### src/rtl/uart1_rx_if.sv
// UART1 receive-side signal bundle: serial line in, received byte and status out.
interface uart1_rx_if;
   logic       serial_in;
   logic [7:0] rx_data;
   logic       rx_valid;
   logic       framing_error;
   logic       busy;

   // Driver of the line / consumer of the received byte
   modport master (
      output serial_in,
      input  rx_data,
      input  rx_valid,
      input  framing_error,
      input  busy
   );

   // The receiver itself
   modport slave (
      input  serial_in,
      output rx_data,
      output rx_valid,
      output framing_error,
      output busy
   );
endinterface

### src/rtl/uart1_rx.sv
// UART1 8N1 serial receiver: start-bit qualification at mid-bit, LSB-first
// data capture, stop-bit check with framing-error reporting.
//
// state | meaning
// ------+----------------------------------------------------------------
// IDLE  | line high, waiting for a low level on the synchronized input
// START | counting to mid-start-bit; a high sample there is a glitch
// DATA  | sampling 8 data bits, one every CLKS_PER_BIT cycles
// STOP  | sampling the stop bit at its middle; 1 = good frame, 0 = error
// BREAK | stop bit was low; wait for the line to return high
module uart1_rx #(
   parameter int CLKS_PER_BIT = 16,   // >= 4 and even
   parameter int CNT_W        = 8     // 2**CNT_W > CLKS_PER_BIT
) (
   input  logic  clk,
   input  logic  rst,                 // asynchronous, active low
   uart1_rx_if.slave rx
);

   typedef enum logic [2:0] {
      IDLE  = 3'd0,
      START = 3'd1,
      DATA  = 3'd2,
      STOP  = 3'd3,
      BREAK = 3'd4
   } state_t;

   localparam logic [CNT_W-1:0] HALF_M1 = CNT_W'(CLKS_PER_BIT / 2 - 1);
   localparam logic [CNT_W-1:0] FULL_M1 = CNT_W'(CLKS_PER_BIT - 1);

   logic       sync1_q, sync2_q;
   logic       s_in;

   state_t           state_q, state_d;
   logic [CNT_W-1:0] cnt_q, cnt_d;
   logic [2:0]       bit_idx_q, bit_idx_d;
   logic [7:0]       shift_q, shift_d;
   logic [7:0]       rx_data_q, rx_data_d;
   logic             rx_valid_q, rx_valid_d;
   logic             framing_error_q, framing_error_d;
   logic             busy_q, busy_d;

   // Two-flop synchronizer; preset to the idle line level
   always_ff @(posedge clk or negedge rst) begin
      if (!rst) begin
         sync1_q <= 1'b1;
         sync2_q <= 1'b1;
      end else begin
         sync1_q <= rx.serial_in;
         sync2_q <= sync1_q;
      end
   end

   assign s_in = sync2_q;

   // Next-state and output computation for the receive FSM
   always_comb begin
      state_d         = state_q;
      cnt_d           = cnt_q;
      bit_idx_d       = bit_idx_q;
      shift_d         = shift_q;
      rx_data_d       = rx_data_q;
      rx_valid_d      = 1'b0;
      framing_error_d = 1'b0;

      case (state_q)
         IDLE: begin
            cnt_d = '0;
            if (!s_in) state_d = START;
         end

         START: begin
            if (cnt_q == HALF_M1) begin
               cnt_d     = '0;
               bit_idx_d = 3'd0;
               state_d   = s_in ? IDLE : DATA;
            end else begin
               cnt_d = cnt_q + 1'b1;
            end
         end

         DATA: begin
            if (cnt_q == FULL_M1) begin
               cnt_d              = '0;
               shift_d[bit_idx_q] = s_in;
               if (bit_idx_q == 3'd7) state_d = STOP;
               else                   bit_idx_d = bit_idx_q + 3'd1;
            end else begin
               cnt_d = cnt_q + 1'b1;
            end
         end

         STOP: begin
            if (cnt_q == FULL_M1) begin
               cnt_d = '0;
               // Leaving STOP at mid-stop-bit lets a back-to-back start edge be caught
               if (s_in) begin
                  rx_data_d  = shift_q;
                  rx_valid_d = 1'b1;
                  state_d    = IDLE;
               end else begin
                  framing_error_d = 1'b1;
                  state_d         = BREAK;
               end
            end else begin
               cnt_d = cnt_q + 1'b1;
            end
         end

         BREAK: begin
            cnt_d = '0;
            if (s_in) state_d = IDLE;
         end

         default: begin
            cnt_d   = '0;
            state_d = IDLE;
         end
      endcase

      busy_d = (state_d != IDLE);
   end

   // FSM state and registered outputs
   always_ff @(posedge clk or negedge rst) begin
      if (!rst) begin
         state_q         <= IDLE;
         cnt_q           <= '0;
         bit_idx_q       <= 3'd0;
         shift_q         <= 8'h00;
         rx_data_q       <= 8'h00;
         rx_valid_q      <= 1'b0;
         framing_error_q <= 1'b0;
         busy_q          <= 1'b0;
      end else begin
         state_q         <= state_d;
         cnt_q           <= cnt_d;
         bit_idx_q       <= bit_idx_d;
         shift_q         <= shift_d;
         rx_data_q       <= rx_data_d;
         rx_valid_q      <= rx_valid_d;
         framing_error_q <= framing_error_d;
         busy_q          <= busy_d;
      end
   end

   assign rx.rx_data       = rx_data_q;
   assign rx.rx_valid      = rx_valid_q;
   assign rx.framing_error = framing_error_q;
   assign rx.busy          = busy_q;

endmodule

### src/flat_wrapper.sv
// flat-port wrapper written by rule: the top's interface ports become plain ports
module uart1_rx_flat 
#(
   parameter int CLKS_PER_BIT = 16,                   
   parameter int CNT_W        = 8                               
)
  (clk, rst, rx_serial_in, rx_rx_data, rx_rx_valid, rx_framing_error, rx_busy);
  uart1_rx_if rx_i ();
  input  logic clk;
  input  logic rst;
  input wire logic [$bits(rx_i.serial_in)-1:0] rx_serial_in;
  output wire logic [$bits(rx_i.rx_data)-1:0] rx_rx_data;
  output wire logic [$bits(rx_i.rx_valid)-1:0] rx_rx_valid;
  output wire logic [$bits(rx_i.framing_error)-1:0] rx_framing_error;
  output wire logic [$bits(rx_i.busy)-1:0] rx_busy;
  assign rx_i.serial_in = rx_serial_in;
  assign rx_rx_data = rx_i.rx_data;
  assign rx_rx_valid = rx_i.rx_valid;
  assign rx_framing_error = rx_i.framing_error;
  assign rx_busy = rx_i.busy;
  uart1_rx #(.CLKS_PER_BIT(CLKS_PER_BIT), .CNT_W(CNT_W)) u_core (.clk(clk), .rst(rst), .rx(rx_i));
endmodule
### config.mk
export PLATFORM = sky130hd
export DESIGN_NAME = uart1_rx_flat
export DESIGN_NICKNAME = d
export VERILOG_FILES = /design/src/rtl/uart1_rx_if.sv /design/src/rtl/uart1_rx.sv /design/src/flat_wrapper.sv
export SDC_FILE = /design/constraint.sdc
export NUM_CORES = 1
export LEC_CHECK = 0
export ABC_AREA = 1
export BUFFER_PORTS_ARGS = -buffer_cell sky130_fd_sc_hd__buf_2
export CORE_MARGIN = 2
export CORE_UTILIZATION = 52
export CTS_BUF_LIST = sky130_fd_sc_hd__clkbuf_16
export CTS_CLUSTER_SIZE = 10
export DETAILED_ROUTE_END_ITERATION = 8
export GPL_TIMING_DRIVEN = 0
export PLACE_DENSITY = 0.74
export SETUP_SLACK_MARGIN = 0.4
export SLEW_MARGIN = 30
export SYNTH_ARGS = -nofsm -noshare
export SYNTH_HDL_FRONTEND = slang
export SYNTH_SLANG_ARGS = --single-unit
### constraint.sdc
create_clock -name clk -period 1.5 [get_ports clk]
set_clock_uncertainty 0.2 [all_clocks]
set_input_delay 0.075 -clock clk [delete_from_list [all_inputs] [get_ports clk]]
set_output_delay 0.075 -clock clk [all_outputs]
set_load 0.05 [all_outputs]
==> flow_metrics.py <==
metrics = {
    "finish": {
        "multi_input_comb_area_um2": 835,
        "fin_nets": 234,
        "fin_util_pct": 77.4,
        "num_antenna_cells": 0,
        "fillers": 169,
        "area_growth_pct": 42.0,
        "seqCellArea_um2": 883,
        "final_layout_size_suffix_gt1_share_pct": 43.7,
    },
    "global_route": {
        "antenna_found_initial": 0,
        "grt_overflow": 0,
        "grt_pass1_wl_mm": 5.79,
        "grt_pass1_vias": 1334,
        "grt_usage_pct": 22.3,
        "grt_start_max_net_pins": 36,
    },
    "logic_synthesis": {
        "synthArstFlopShare_pct": 100,
        "syn-num-nets": 192,
        "yosys_most_used_dff": "dfrtp_1",
        "ys_seq_area_share_pct": 53.3,
        "synth_edf_count": 0,
        "syn_area_per_cell_um2": 8.87,
        "yosys_warnings": 0,
        "ys_ff_latch": 35,
        "syn_area_um2": 1650,
        "synth.distinct_cells": 27,
        "synthCells": 186,
    },
    "route": {
        "first_iter_violations": 96,
        "wl_mm": 4.03,
        "avgViaCountPerCell": 5.32,
        "drt-wirelength-per-cell_um": 14.8,
        "vias": 1452,
        "drtPass1Iterations": 4,
        "ant_nets": 0,
        "drc": 0,
    },
    "timing": {
        "max_slew_margin_pct": 50.4,
        "drv_slew": 0,
        "fin_crit_ns": 1.65,
        "finalWorstSetupSlack_ns": -0.155,
        "whs_ns": -0.340,
        "worst_pin_slew_ns": 0.744,
        "setup_violations": 29,
        "hold_viol_final": 33,
        "fmax_ghz": 0.604,
        "post-route-period-util_pct": 110,
        "rsz0062_at_grt": "yes",
    },
    "floorplan": {
        "die-area_um2": 3640,
        "die_h_um": 60.3,
        "fp-row-count": 20,
        "io_pins": 14,
        "die_w_um": 60.3,
        "core_area_um2": 3030,
        "start_util_pct": 54.5,
    },
    "min_path": {
        "hp-class": "primary input to asynchronous set/reset pin",
    },
    "setup_path": {
        "reg2reg_from": "u_core.cnt_q[0]$_DFF_PN0_",
        "r2r_cells": 8,
        "crit_type": "flop to flop",
        "cp.arrival_ns": 1.61,
        "worst_setup_path_end_kind": "flop",
        "cp.required_ns": 1.46,
        "cp_max_fo": 6,
        "ff2ff_setup_slack_ns": -0.15,
        "r2r_end": "u_core.shift_q[2]$_DFFE_PN0P_",
        "cp-start-kind": "flop",
    },
    "run_status": {
        "violations": "hold timing, setup timing",
        "outcome": "finished, violations left",
    },
    "clock_tree": {
        "cts-buffers-inserted": 5,
        "root_buffer": "clkbuf_16",
        "clkTransAtPathRegs_ns": 0.05,
        "h-tree-depth": 2,
        "cts_tree": "built",
        "clockBufferDepth": 2,
        "hold_buffers": 1,
        "insertion_delay_ns": 0.28,
        "cts_sinks": 35,
    },
    "placed_design": {
        "preCtsSetupSlack_ns": -0.106,
        "place_congestion": 0.813,
        "port_buffers": 13,
        "hpwl_mm": 2.20,
    },
    "pwr": {
        "power.leakage_nw": 1.17,
        "power.density_nw_per_um2": 1550,
        "ir_drop_mv": 0.874,
    },
    "flow_run": {
        "cap_violations": 0,
    },
}
==> through the flow <==
step	instances	power (mW)	setup TNS (ns)	area, um2	hold WS [ns]
after floorplan	186	1.99	0	1680	-0.421
after global placement	243	2.12	-0.975	1800	-0.0317
after detailed placement	243	2.18	-1.59	1800	-0.0215
after CTS	268	3.40	-0.851	2190	-0.314
after global routing	273	3.82	-4.66	2340	-0.269
final	273	3.63	-2.40	2340	-0.340
==> cells by family after synthesis <==
family | synth area share, %
adders and majority gates | 2.28
xor gates and xnor gates | 1.06
AOI/OAI and AO/OA | 8.42
DFF | 53.3
buffers and inverters | 5.46
and+or+nand+nor | 29.5
==> final cells by class <==
| class | instances | area share, % |
|---|---|---|
| Clock inverter | 3 | 0.534 |
| Tap cell | 44 | 2.35 |
| Multi-Input combinational cell | 129 | 35.6 |
| Inverter | 20 | 3.31 |
| Sequential cell | 35 | 37.7 |
| Buffer | 2 | 0.855 |
| Clock buffer | 5 | 5.34 |
| Timing Repair Buffer | 35 | 14.3 |
==> worst max-delay path by stage <==
| stage | from | end | slack, ns |
|---|---|---|---|
| after global routing | u_core.cnt_q[1]$_DFF_PN0_ | u_core.shift_q[1]$_DFFE_PN0P_ | -0.25 |
| final | u_core.cnt_q[0]$_DFF_PN0_ | u_core.shift_q[2]$_DFFE_PN0P_ | -0.15 |
| after detailed placement | u_core.cnt_q[1]$_DFF_PN0_ | u_core.cnt_q[3]$_DFF_PN0_ | -0.11 |
| after global placement | u_core.cnt_q[0]$_DFF_PN0_ | u_core.cnt_q[3]$_DFF_PN0_ | -0.08 |
| after CTS | u_core.cnt_q[1]$_DFF_PN0_ | u_core.rx.rx_data[4]$_DFFE_PN0P_ | -0.06 |
| after floorplan | u_core.cnt_q[6]$_DFF_PN0_ | u_core.rx.rx_data[0]$_DFFE_PN0P_ | 0.04 |
==> cells in the mapped netlist (all sizes together) (2+ instances only) <==
cell type,instances,share of area (%)
a21oi,2,0.61
dfrtp,33,50
dfstp,2,3.2
ha,3,2.3
inv,20,4.6
nand2,54,14
nand3,10,4.1
nand4,3,1.1
nor2,28,8.9
nor3,4,1.9
o21ai,21,7.1
xor2,2,1.1
==> cells in the final DEF (no fill, tap or decap), types with 3 or more instances in the layout <==
master,Yosys,final
nand4_1,3,3
inv_2,3,9
o21ai_1,13,13
nand2_4,2,6
dfrtp_1,33,29
nand2_1,50,41
o21ai_2,3,5
buf_4,0,16
nor3_1,3,3
inv_1,17,11
dfrtp_2,0,4
nand2_2,2,7
nand3_2,1,3
buf_6,1,15
nor2_2,1,5
clkbuf_16,0,6
nand3_1,8,5
nor2_1,23,16
nor2_4,3,6
==> per-layer routing <==
| metal | part of all wire, % | GRT usage, % |
|---|---|---|
| met5 | 0 | 0 |
| met2 | 52 | 37.1 |
| met4 | 2.2 | 11.4 |
| met1 | 41 | 26.9 |
| met3 | 4.9 | 5.19 |
==> power by group <==
part / leakage [nW] / internal, mW / switching [mW]
sequential: 0.451 / 1.13 / 0.200
combinational: 0.646 / 0.558 / 0.773
clock: 0.0724 / 0.599 / 0.371
==> sequential cells by signal, indices dropped and copies added, names as in the netlist <==
register	cells
u_core.bit_idx_q	3
u_core.cnt_q	8
u_core.rx.busy	1
u_core.rx.framing_error	1
u_core.rx.rx_data	8
u_core.rx.rx_valid	1
u_core.s_in	1
u_core.shift_q	8
u_core.state_q	3
u_core.sync1_q	1
==> worst max-delay path, stage by stage (launching register included) <==
cell	delay (ns)
dfrtp_1	0.39
ha_4	0.20
nand2_4	0.06
nor2_4	0.09
nand3_2	0.10
nor2_4	0.24
nand2_2	0.10
nand2_1	0.07
o21ai_1	0.07
==> what timing repair did <==
action                                 4_1_cts  5_1_grt
pin swaps                                    5       13
resized for setup                           46       26
endpoints found under the hold margin       34       33
cloned                                       0        1
setup endpoints to repair                   44       43
setup buffers                               16        4
No activity file was read; power rests on OpenSTA's default activity.
